**config.mk**
```make
export PLATFORM = sky130hd
export DESIGN_NAME = sum_accumulator
export DESIGN_NICKNAME = d
export VERILOG_FILES = /design/src/rtl/sum_accum_pkg.sv /design/src/rtl/sum_accumulator_sat_add.sv /design/src/rtl/sum_accumulator.sv
export SDC_FILE = /design/constraint.sdc
export NUM_CORES = 1
export LEC_CHECK = 0
export CAP_MARGIN = 20
export CORE_MARGIN = 2
export CORE_UTILIZATION = 57
export CTS_CLUSTER_DIAMETER = 50
export DETAILED_ROUTE_END_ITERATION = 8
export GPL_TIMING_DRIVEN = 1
export MAX_ROUTING_LAYER = met4
export PLACE_DENSITY = 0.93
export SETUP_SLACK_MARGIN = 0.15
export SYNTH_ARGS = -nofsm -noshare
export SYNTH_HDL_FRONTEND = slang
export SYNTH_HIERARCHICAL = 1
export SYNTH_SLANG_ARGS = --single-unit
```
**constraint.sdc**
```tcl
create_clock -name clk -period 6.2 [get_ports clk]
set_input_delay 1.86 -clock clk [delete_from_list [all_inputs] [get_ports clk]]
set_output_delay 1.86 -clock clk [all_outputs]
set_load 0.01 [all_outputs]
```
**src/rtl/sum_accum_pkg.sv**
```systemverilog
// Shared definitions for the sum accumulator and the adder bench that feeds it.
package sum_accum_pkg;

    localparam int unsigned DEF_IN_W  = 5;
    localparam int unsigned DEF_ACC_W = 12;
    localparam int unsigned CNT_W     = 8;

    // 2'd3 is unused; the FSM treats it as a recovery path back to IDLE.
    typedef enum logic [1:0] {
        IDLE  = 2'd0,
        ACCUM = 2'd1,
        DONE  = 2'd2
    } state_t;

endpackage

```
**src/rtl/sum_accumulator_sat_add.sv**
```systemverilog
// Saturating unsigned adder: acc + zero-extended addend, clamped to all ones on carry-out.
module sat_add #(
    parameter int unsigned IN_W  = 5,
    parameter int unsigned ACC_W = 12
) (
    input  logic [ACC_W-1:0] acc_i,
    input  logic [IN_W-1:0]  addend_i,
    output logic [ACC_W-1:0] result_o,
    output logic             carry_o
);

    logic [ACC_W:0] sum;

    assign sum      = {1'b0, acc_i} + (ACC_W+1)'(addend_i);
    assign carry_o  = sum[ACC_W];
    assign result_o = sum[ACC_W] ? '1 : sum[ACC_W-1:0];

endmodule

```
**src/rtl/sum_accumulator.sv**
```systemverilog
// Frame accumulator: sums COUNT accepted samples into a saturating total and
// presents it, with a sticky overflow flag, on a valid/ready output handshake.
module sum_accumulator
    import sum_accum_pkg::*;
#(
    parameter int unsigned IN_W  = DEF_IN_W,
    parameter int unsigned ACC_W = DEF_ACC_W,
    parameter int unsigned COUNT = 8
) (
    input  logic             clk,
    input  logic             rst_n,
    input  logic             clear,
    input  logic             in_valid,
    output logic             in_ready,
    input  logic [IN_W-1:0]  in_sum,
    output logic             out_valid,
    input  logic             out_ready,
    output logic [ACC_W-1:0] out_total,
    output logic             out_overflow,
    output logic             busy
);

    localparam logic [CNT_W-1:0] COUNT_C = CNT_W'(COUNT);

    state_t           state_q, state_d;
    logic [ACC_W-1:0] acc_q, acc_d;
    logic [CNT_W-1:0] cnt_q, cnt_d;
    logic             ovf_q, ovf_d;
    logic             rdy_q;

    logic [ACC_W-1:0] sat_res;
    logic             sat_carry;
    logic             accept;
    logic             out_fire;

    sat_add #(
        .IN_W  (IN_W),
        .ACC_W (ACC_W)
    ) u_sat_add (
        .acc_i    (acc_q),
        .addend_i (in_sum),
        .result_o (sat_res),
        .carry_o  (sat_carry)
    );

    // rdy_q keeps in_ready low for the cycle following a reset edge without
    // making in_ready a combinational function of rst_n.
    assign in_ready     = rdy_q && (state_q == IDLE || state_q == ACCUM);
    assign out_valid    = (state_q == DONE);
    assign busy         = (state_q == ACCUM || state_q == DONE);
    assign out_total    = acc_q;
    assign out_overflow = ovf_q;
    assign accept       = in_valid && in_ready;
    assign out_fire     = out_valid && out_ready;

    always_comb begin
        state_d = state_q;
        acc_d   = acc_q;
        cnt_d   = cnt_q;
        ovf_d   = ovf_q;
        if (clear) begin
            state_d = IDLE;
            acc_d   = '0;
            cnt_d   = '0;
            ovf_d   = 1'b0;
        end else begin
            unique case (state_q)
                IDLE: begin
                    if (accept) begin
                        // acc is zero in IDLE, so the adder passes in_sum through.
                        acc_d   = sat_res;
                        ovf_d   = sat_carry;
                        cnt_d   = CNT_W'(1);
                        state_d = (COUNT == 1) ? DONE : ACCUM;
                    end
                end
                ACCUM: begin
                    if (accept) begin
                        acc_d = sat_res;
                        ovf_d = ovf_q | sat_carry;
                        cnt_d = cnt_q + CNT_W'(1);
                        if (cnt_d == COUNT_C) begin
                            state_d = DONE;
                        end
                    end
                end
                DONE: begin
                    if (out_fire) begin
                        state_d = IDLE;
                        acc_d   = '0;
                        cnt_d   = '0;
                        ovf_d   = 1'b0;
                    end
                end
                default: begin
                    state_d = IDLE;
                    acc_d   = '0;
                    cnt_d   = '0;
                    ovf_d   = 1'b0;
                end
            endcase
        end
    end

    always_ff @(posedge clk) begin
        if (!rst_n) begin
            state_q <= IDLE;
            acc_q   <= '0;
            cnt_q   <= '0;
            ovf_q   <= 1'b0;
            rdy_q   <= 1'b0;
        end else begin
            state_q <= state_d;
            acc_q   <= acc_d;
            cnt_q   <= cnt_d;
            ovf_q   <= ovf_d;
            rdy_q   <= 1'b1;
        end
    end

endmodule

```
==> results of run 1 <==
metrics by stage:
step / util / setup slack (ps) / hold slack (ps)
after CTS: 0.7069 / 2040 / 488.2
after global placement: 0.6878 / 2183 / 461.2
after floorplan: - / 2687 / 451.5
final: 0.7069 / 2048 / 487.5
after global routing: 0.7069 / 1907 / 511.8
after detailed placement: 0.6878 / 2143 / 468.9
logic make-up after synthesis:
logic type,synth area share
and+or+nand+nor,0.3005
AOI/OAI and AO/OA,0.1996
DFF,0.2914
buffers and inverters,0.03869
adders and majority gates,0.09560
xor gates and xnor gates,0.03187
muxes,0.04249
how the worst max path moves through the flow:
stage	endpoint	slack [ps]	startpoint
final	in_ready	2050	state_q[1]
after global routing	in_ready	1910	state_q[1]
after CTS	in_ready	2040	state_q[1]
after detailed placement	out_total[11]	2140	in_sum[0]
after global placement	out_total[11]	2180	in_sum[0]
after floorplan	out_total[11]	2690	in_sum[0]
registers in the layout, indices dropped and copies added, names as in the netlist:
signal / flops
out_overflow: 1
rdy_q: 1
state_q: 2
cnt_q: 8
out_total: 12
critical path: cells and delay by family (launching register included):
family	cells	cell delay (ps)
AND/OR/NAND/NOR	2	600
flip-flops	1	350
buffers and inverters	2	630
adder cells (fa/ha/maj)	1	400
routing by layer:
layer,track usage,vias to the layer above,routed length (um)
li1,-,764,-
met1,0.3156,718,1705
met5,-,-,0
met2,0.3490,30,1561
met4,0.06312,0,27
met3,0.02679,4,109
area by class of cell:
cell class                 count  area [um2]
tap                           31       38.79
clock buffer                   3       22.52
multi-input combinational    168        1105
clock inverter                 1       30.03
timing repair buffer          25       250.2
fill                         225       808.3
sequential                    24       480.5
inverter                       6       22.52
cell usage after synthesis (3+ instances only):
cell type   n
a21oi_1    23
inv_1       6
ha_1       11
nand2_1    34
nor2_1      9
o21ai_0     5
nand3_1    18
dfxtp_1    24
nor2b_1     4
buf_2       5
nand2b_1    5
xnor2_1     4
mux2i_1     4
a21o_1      3
power by group through the flow:
stage                     Combinational [mW]  Clock, mW  Sequential, mW
after floorplan                       0.0252          0           0.161
after global placement                0.0380          0           0.161
after detailed placement              0.0387          0           0.161
after CTS                             0.0388      0.119           0.158
after global routing                  0.0427      0.126           0.158
final                                 0.0389      0.116           0.158
==> flow_summary.toml, run 1 <==
[run_status]
status = "completed"

[power]
p_total_mw = 0.3124
clkPwrFrac = 0.371
p_sw_mw = 0.07300
comb_power_share = 0.124
seqPwrFrac = 0.504
power.density_nw_per_um2 = 160.3
p_leak_nw = 0.7107
power.internal_mw = 0.2394
irDropWorstVdd_mv = 0.1983
p_sw_frac = 0.2337

[clocking]
cts_tree = "yes"
cts_buffers = 3
postCtsHoldBufs = 0
cts.sinks = 24
ctsResizeCount = 0
path_clk_slew_ps = 150
insertion_delay_ps = 320
cts-htree-levels = 1
clock-root-buffer = "clkbuf_4"
postCtsSetupBuffers = 0
clockBufferDepth = 2

[final_layout]
final_cell_mix = "34 x nand2_1, 25 x clkdlybuf4s50_1, 24 x dfxtp_1"
layout_commonest_cell = "nand2_1"
finalNonFillerCells = 258
diodes = 0
design_area_um2 = 1949
nets = 250
syn2layout_area_growth_pct = 18.21
drive_gt1_frac = 0.09692

[sta]
worstMarginPinSlew_ps = 851.4
period_minus_slack_ps = 4152
finalSetupTns_ps = 0
finClkSkew_ps = 10.78
rsz0062_at_grt = "no"
hold_viol = 0
slew_violations = 0
fin_crit_sh = 0.6696
fmax_mhz = 240.9
setup_viol = 0
slew_headroom = 0.4324

[die]
ios = 26
core_area_um2 = 2758
die-area_um2 = 3339
rows = 19
fp.dieH_um = 57.79
start_util = 0.5980
die_x_um = 57.79

[worst_hold_path]
hold_end = "out_total[3]"
hold_path_depth = 2
hold_start = "out_total[3]"
hold_class = "flop to flop"

[worst_setup_path]
crit_path_end_kind = "primary output"
worstPathRequired_ps = 4340
r2r_cells = 7
max_stage_delay_ps = 530
path_max_fanout = 16
worst_path_max_delay_cell = "clkdlybuf4s50_1"
worstPathCellList = "inv_1 > ha_1 > or2_2 > and2_1 > clkdlybuf4s50_1"
worstPathArrival_ps = 2290
r2r_slack_ps = 3890
rr_endpoint = "cnt_q[6]"
r2r_start = "state_q[1]"
path_class = "flop to primary output"
worstSetupStartpointType = "flop"

[synth]
synthArstFlopShare = 0
synth.distinct_cells = 57
postSynthAreaPerCell_um2 = 7.967
yosysTopAreaCell = "dfxtp_1"
synth_seq_area_share = 0.2914
synth_flop_cell = "dfxtp_1"
synth_edf_count = 0
synth_area_leaders = "dfxtp_1 29%, ha_1 8.3%, nand2_1 7.7%"
synth_area_um2 = 1649
yosysTopAreaCellShare = 0.2914
ys_warn_count = 6
synth-seq-cells = 24
syn_inst = 207
syn_nets = 229

[drt]
ant_nets = 0
drc_errors = 0
dr.pass1.iters = 4
wirelength_um = 3404
num_vias = 1516
drt_iter0_drc = 42
avgRoutedWirePerCell_um = 13.19
viasPerCell = 5.876

[flow_run]
maxCapViolations = 0

[placement]
place_hpwl_um = 2386
gp_congestion = 0.8118
place_area_um2 = 1897
dp.cells = 254
port_buffers = 25

[global_routing]
antenna_found_initial = 0
grt_pass1_vias = 1341
grt_remaining_overflow = 0
grt_pass1_wl_um = 5871
grt_max_degree = 22
grt_use_total = 0.2267
Power figures use the tool's default switching activity.
==> run 2: changes to the inputs <==
--- a/config.mk
+++ b/config.mk
@@ -7,12 +7,12 @@
 export LEC_CHECK = 0
 export CAP_MARGIN = 20
 export CORE_MARGIN = 2
-export CORE_UTILIZATION = 57
+export CORE_UTILIZATION = 48
 export CTS_CLUSTER_DIAMETER = 50
 export DETAILED_ROUTE_END_ITERATION = 8
 export GPL_TIMING_DRIVEN = 1
 export MAX_ROUTING_LAYER = met4
-export PLACE_DENSITY = 0.93
+export PLACE_DENSITY = 0.84
 export SETUP_SLACK_MARGIN = 0.15
 export SYNTH_ARGS = -nofsm -noshare
 export SYNTH_HDL_FRONTEND = slang
==> constraint.sdc (replaced) <==
create_clock -name clk -period 3.3 [get_ports clk]
set_input_delay 0.99 -clock clk [delete_from_list [all_inputs] [get_ports clk]]
set_output_delay 0.99 -clock clk [all_outputs]
set_load 0.01 [all_outputs]
==> flow_summary.toml, run 2 (synthesis results as in run 1) <==
[run_status]
status = "completed"

[worst_setup_path]
path_buf_inv = 2
worstPathArrival_ps = 2010
worstPathRequired_ps = 2310
path_max_fanout = 5
worst_path_max_delay_cell = "clkdlybuf4s50_1"
path_class = "flop to primary output"
worstPathCellList = "inv_1 > ha_1 > or2_2 > and2_1 > clkdlybuf4s50_1"
path_depth = 5
worstSetupStartpointType = "flop"
crit_path_end_kind = "primary output"
r2r_cells = 8
max_stage_delay_ps = 470
crit_family = "buffers and inverters"

[flow_run]
maxCapViolations = 0

[drt]
drt_iter0_drc = 50
wirelength_um = 3663
drc_errors = 0
dr.pass1.iters = 4
viasPerCell = 5.484
ant_nets = 0
avgRoutedWirePerCell_um = 13.32
num_vias = 1508

[worst_hold_path]
hold_class = "flop to flop"
hold_path_depth = 2

[clocking]
cts.sinks = 24
cts_tree = "yes"
postCtsHoldBufs = 0
insertion_delay_ps = 330
cts_buffers = 3
clock-root-buffer = "clkbuf_4"
clockBufferDepth = 2
path_clk_slew_ps = 150
cts-htree-levels = 1

[final_layout]
finalNonFillerCells = 275
nets = 252
diodes = 0
layout_commonest_cell = "nand2_1"
largest_register_ff_count = 12
drive_gt1_frac = 0.1092
syn2layout_area_growth_pct = 20.41
final_cell_mix = "34 x nand2_1, 25 x clkdlybuf4s50_1, 24 x dfxtp_1"

[placement]
dpl_worst_slack_ps = 127.3
dp.cells = 271
port_buffers = 25
place_hpwl_um = 2554
gp_congestion = 0.8099

[global_routing]
grt_use_total = 0.2060
grt_pass1_wl_um = 6492
grt_max_degree = 22
grt_pass1_vias = 1463
grt_remaining_overflow = 0
antenna_found_initial = 0

[sta]
period_minus_slack_ps = 3004
finalSetupTns_ps = 0
setup_viol = 0
worstMarginPinSlew_ps = 634.2
finClkSkew_ps = 3.540
fmax_mhz = 332.9
fin_ws_ps = 296.1
rsz0062_at_grt = "no"
hold_viol = 0
slew_violations = 0
slew_headroom = 0.5772
fin_crit_sh = 0.9103

[power]
p_leak_nw = 0.7183
power.density_nw_per_um2 = 300.2
irDropWorstVdd_mv = 0.1420

[die]
ios = 26
die-area_um2 = 3921
core_area_um2 = 3311
fp.dieH_um = 62.62
die_x_um = 62.62
start_util = 0.4981
rows = 21
[run 2: cell types whose count changed in the layout (fill, tap and decap cells not counted), sizes merged]
cell | before | now
buf | 0 | 2
[run 2: layer usage]
metal,vias up,wire (um),track usage
li1,773,-,-
met1,683,1758,0.2666
met2,45,1724,0.3360
met3,7,116,0.01081
met4,0,63,0.08889
met5,-,0,-
[run 2: worst register-to-register path: stages (launching register included)]
cell	delay (ps)
dfxtp_1	410
inv_1	80
ha_1	250
or2_2	310
buf_4	200
a21o_1	400
a21o_2	290
a21oi_1	130
nor2_1	50
[run 2: where the power goes]
part,switching [mW],internal (mW)
sequential,0.00307,0.293
clock,0.103,0.123
combinational,0.0391,0.0350
[run 2: cell type report]
type / instances / area, um2
clock buffers: 3 / 22.52
clock inverters: 1 / 30.03
fillers: 305 / 1325
inverters: 6 / 22.52
multi-input cells: 168 / 1107
flip-flops and latches: 24 / 480.5
well taps: 46 / 57.56
repair buffers: 27 / 265.3
[run 2: through the flow]
step	power [mW]	area [um2]	hold WS [ps]	utilization
2_1_floorplan	0.3499	1649	451.5	-
3_3_place_gp	0.3754	1931	462.0	0.5831
3_5_place_dp	0.3760	1931	474.9	0.5831
4_1_cts	0.5991	1983	495.7	0.5990
5_1_grt	0.6243	1986	518.5	0.5998
6_report	0.5961	1986	490.0	0.5998
[run 2: path summary, 6_finish.rpt]
| path | slack, ps | start | endpoint |
|---|---|---|---|
| worst max-delay path | 300 | state_q[0] | in_ready |
| worst min-delay path | 490 | out_total[4] | out_total[4] |
| worst max register to register | 1080 | state_q[0] | cnt_q[6] |
| worst min register to register | 490 | out_total[4] | out_total[4] |
[run 2: what timing repair did]
action / CTS / global route
endpoints found under the setup margin: 0 / 1
resized for setup: 0 / 1
buffers inserted: 0 / 0
==> run 3: changes to the inputs <==
--- a/config.mk
+++ b/config.mk
@@ -6,7 +6,7 @@
 export NUM_CORES = 1
 export LEC_CHECK = 0
 export CAP_MARGIN = 20
-export CORE_MARGIN = 2
+export CORE_MARGIN = 3
 export CORE_UTILIZATION = 48
 export CTS_CLUSTER_DIAMETER = 50
 export DETAILED_ROUTE_END_ITERATION = 8
==> flow_summary.toml, run 3 (synthesis results as in run 1) <==
[run_status]
status = "completed"

[global_routing]
grt_pass1_wl_um = 6279
grt_remaining_overflow = 0
grt_max_degree = 22
grt_use_total = 0.1913
grt_pass1_vias = 1410
antenna_found_initial = 0

[clocking]
postCtsSetupBuffers = 0
insertion_delay_ps = 320
cts_buffers = 3
path_clk_slew_ps = 130
cts.sinks = 24
postCtsHoldBufs = 0
clock-root-buffer = "clkbuf_4"
cts-htree-levels = 1
ctsResizeCount = 0
cts_tree = "yes"
clockBufferDepth = 2

[die]
start_util = 0.5230
ios = 26
rows = 20
die-area_um2 = 4175
die_x_um = 64.62
fp.dieH_um = 64.62
core_area_um2 = 3153

[drt]
drt_iter0_drc = 59
met1_length_um = 1750
wl_met2_um = 1609
wirelength_um = 3537
drc_errors = 0
top_layer = "met4"
viasPerCell = 5.536
num_vias = 1517
routed-wl-met3_um = 122
dr.pass1.iters = 4
ant_nets = 0
avgRoutedWirePerCell_um = 12.91

[final_layout]
diodes = 0
finish.utilization = 0.6242
nets = 254
syn2layout_area_growth_pct = 19.35
layout_commonest_cell = "nand2_1"
largest_register_ff_count = 12
drive_gt1_frac = 0.1130
fillerInstances = 298
final_cell_mix = "34 x nand2_1, 25 x clkdlybuf4s50_1, 24 x dfxtp_1"

[power]
clkPwrFrac = 0.265
seqPwrFrac = 0.586
p_leak_nw = 0.7128
p_sw_frac = 0.2643
power.density_nw_per_um2 = 256.6
irDropWorstVdd_mv = 0.1285
p_sw_mw = 0.1334
comb_power_share = 0.148
power.internal_mw = 0.3715

[worst_setup_path]
crit_path_end_kind = "primary output"
r2r_start = "out_total[0]"
max_stage_delay_ps = 470
path_class = "flop to primary output"
worst_path_max_delay_cell = "clkdlybuf4s50_1"
worstPathCellList = "inv_1 > ha_1 > or2_2 > and2_1 > clkdlybuf4s50_1"
worstSetupStartpointType = "flop"
crit_start = "state_q[0]"
path_max_fanout = 5
worstPathRequired_ps = 2310
worstPathArrival_ps = 2000

[sta]
hold_viol = 0
finClkSkew_ps = 2.710
fmax_mhz = 333.9
slew_headroom = 0.6745
worstMarginPinSlew_ps = 487.1
setup_viol = 0
rsz0062_at_grt = "no"
fin_crit_sh = 0.9075
finalSetupTns_ps = 0
period_minus_slack_ps = 2995
slew_violations = 0

[flow_run]
maxCapViolations = 0

[placement]
gp_congestion = 0.8459
port_buffers = 25
place_hpwl_um = 2542

[worst_hold_path]
hold_class = "flop to flop"
hold_start = "out_total[4]"
run 3: cell count changes in the layout (fill, tap and decap cells not counted):
cell       before  now
bufinv_16       1    0
buf_4           2    4
run 3: power groups by stage:
stage / logic [mW] / registers, mW / clock network, mW
after floorplan: 0.0473 / 0.303 / 0
after global placement: 0.0745 / 0.302 / 0
after detailed placement: 0.0750 / 0.302 / 0
after CTS: 0.0754 / 0.296 / 0.140
after global routing: 0.0836 / 0.297 / 0.151
final: 0.0750 / 0.296 / 0.134
run 3: final timing paths:
| path | endpoint | slack [ps] | cells after the start |
|---|---|---|---|
| max | in_ready | 310 | 5 |
| min | out_total[4] | 480 | 2 |
| max reg2reg | out_total[11] | 1210 | 9 |
| min reg2reg | out_total[4] | 480 | 2 |
run 3: worst max-delay path: cells and delay by family (launching register included):
kind,cells,cell delay (ps)
AND/OR/NAND/NOR,2,480
adder cells (fa/ha/maj),1,250
buffers and inverters,2,550
flip-flops,1,400
run 3: per-layer routing:
| metal | vias to the layer above | track usage |
|---|---|---|
| met1 | 704 | 0.2447 |
| met2 | 32 | 0.3041 |
| li1 | 776 | - |
| met4 | 0 | 0.07652 |
| met5 | - | - |
| met3 | 5 | 0.02773 |
run 3: through the flow:
step	area [um2]	setup WS [ps]	hold slack [ps]	power, mW	std cells
CTS	1966	211.6	486.5	0.5112	274
global route	1968	210.4	515.6	0.5315	274
finish	1968	305.4	481.3	0.5050	274
detailed placement	1943	144.8	468.0	0.3774	271
floorplan	1649	657.4	451.5	0.3499	207
global placement	1943	193.4	462.7	0.3768	271
run 3: cell type report:
type	count	area (um2)	share of cell area
clock buffer	3	22.52	0.01144
inverter	6	22.52	0.01144
multi-input combinational	168	1107	0.5626
sequential	24	480.5	0.2441
tap	44	55.05	0.02797
timing repair buffer	29	280.3	0.1424
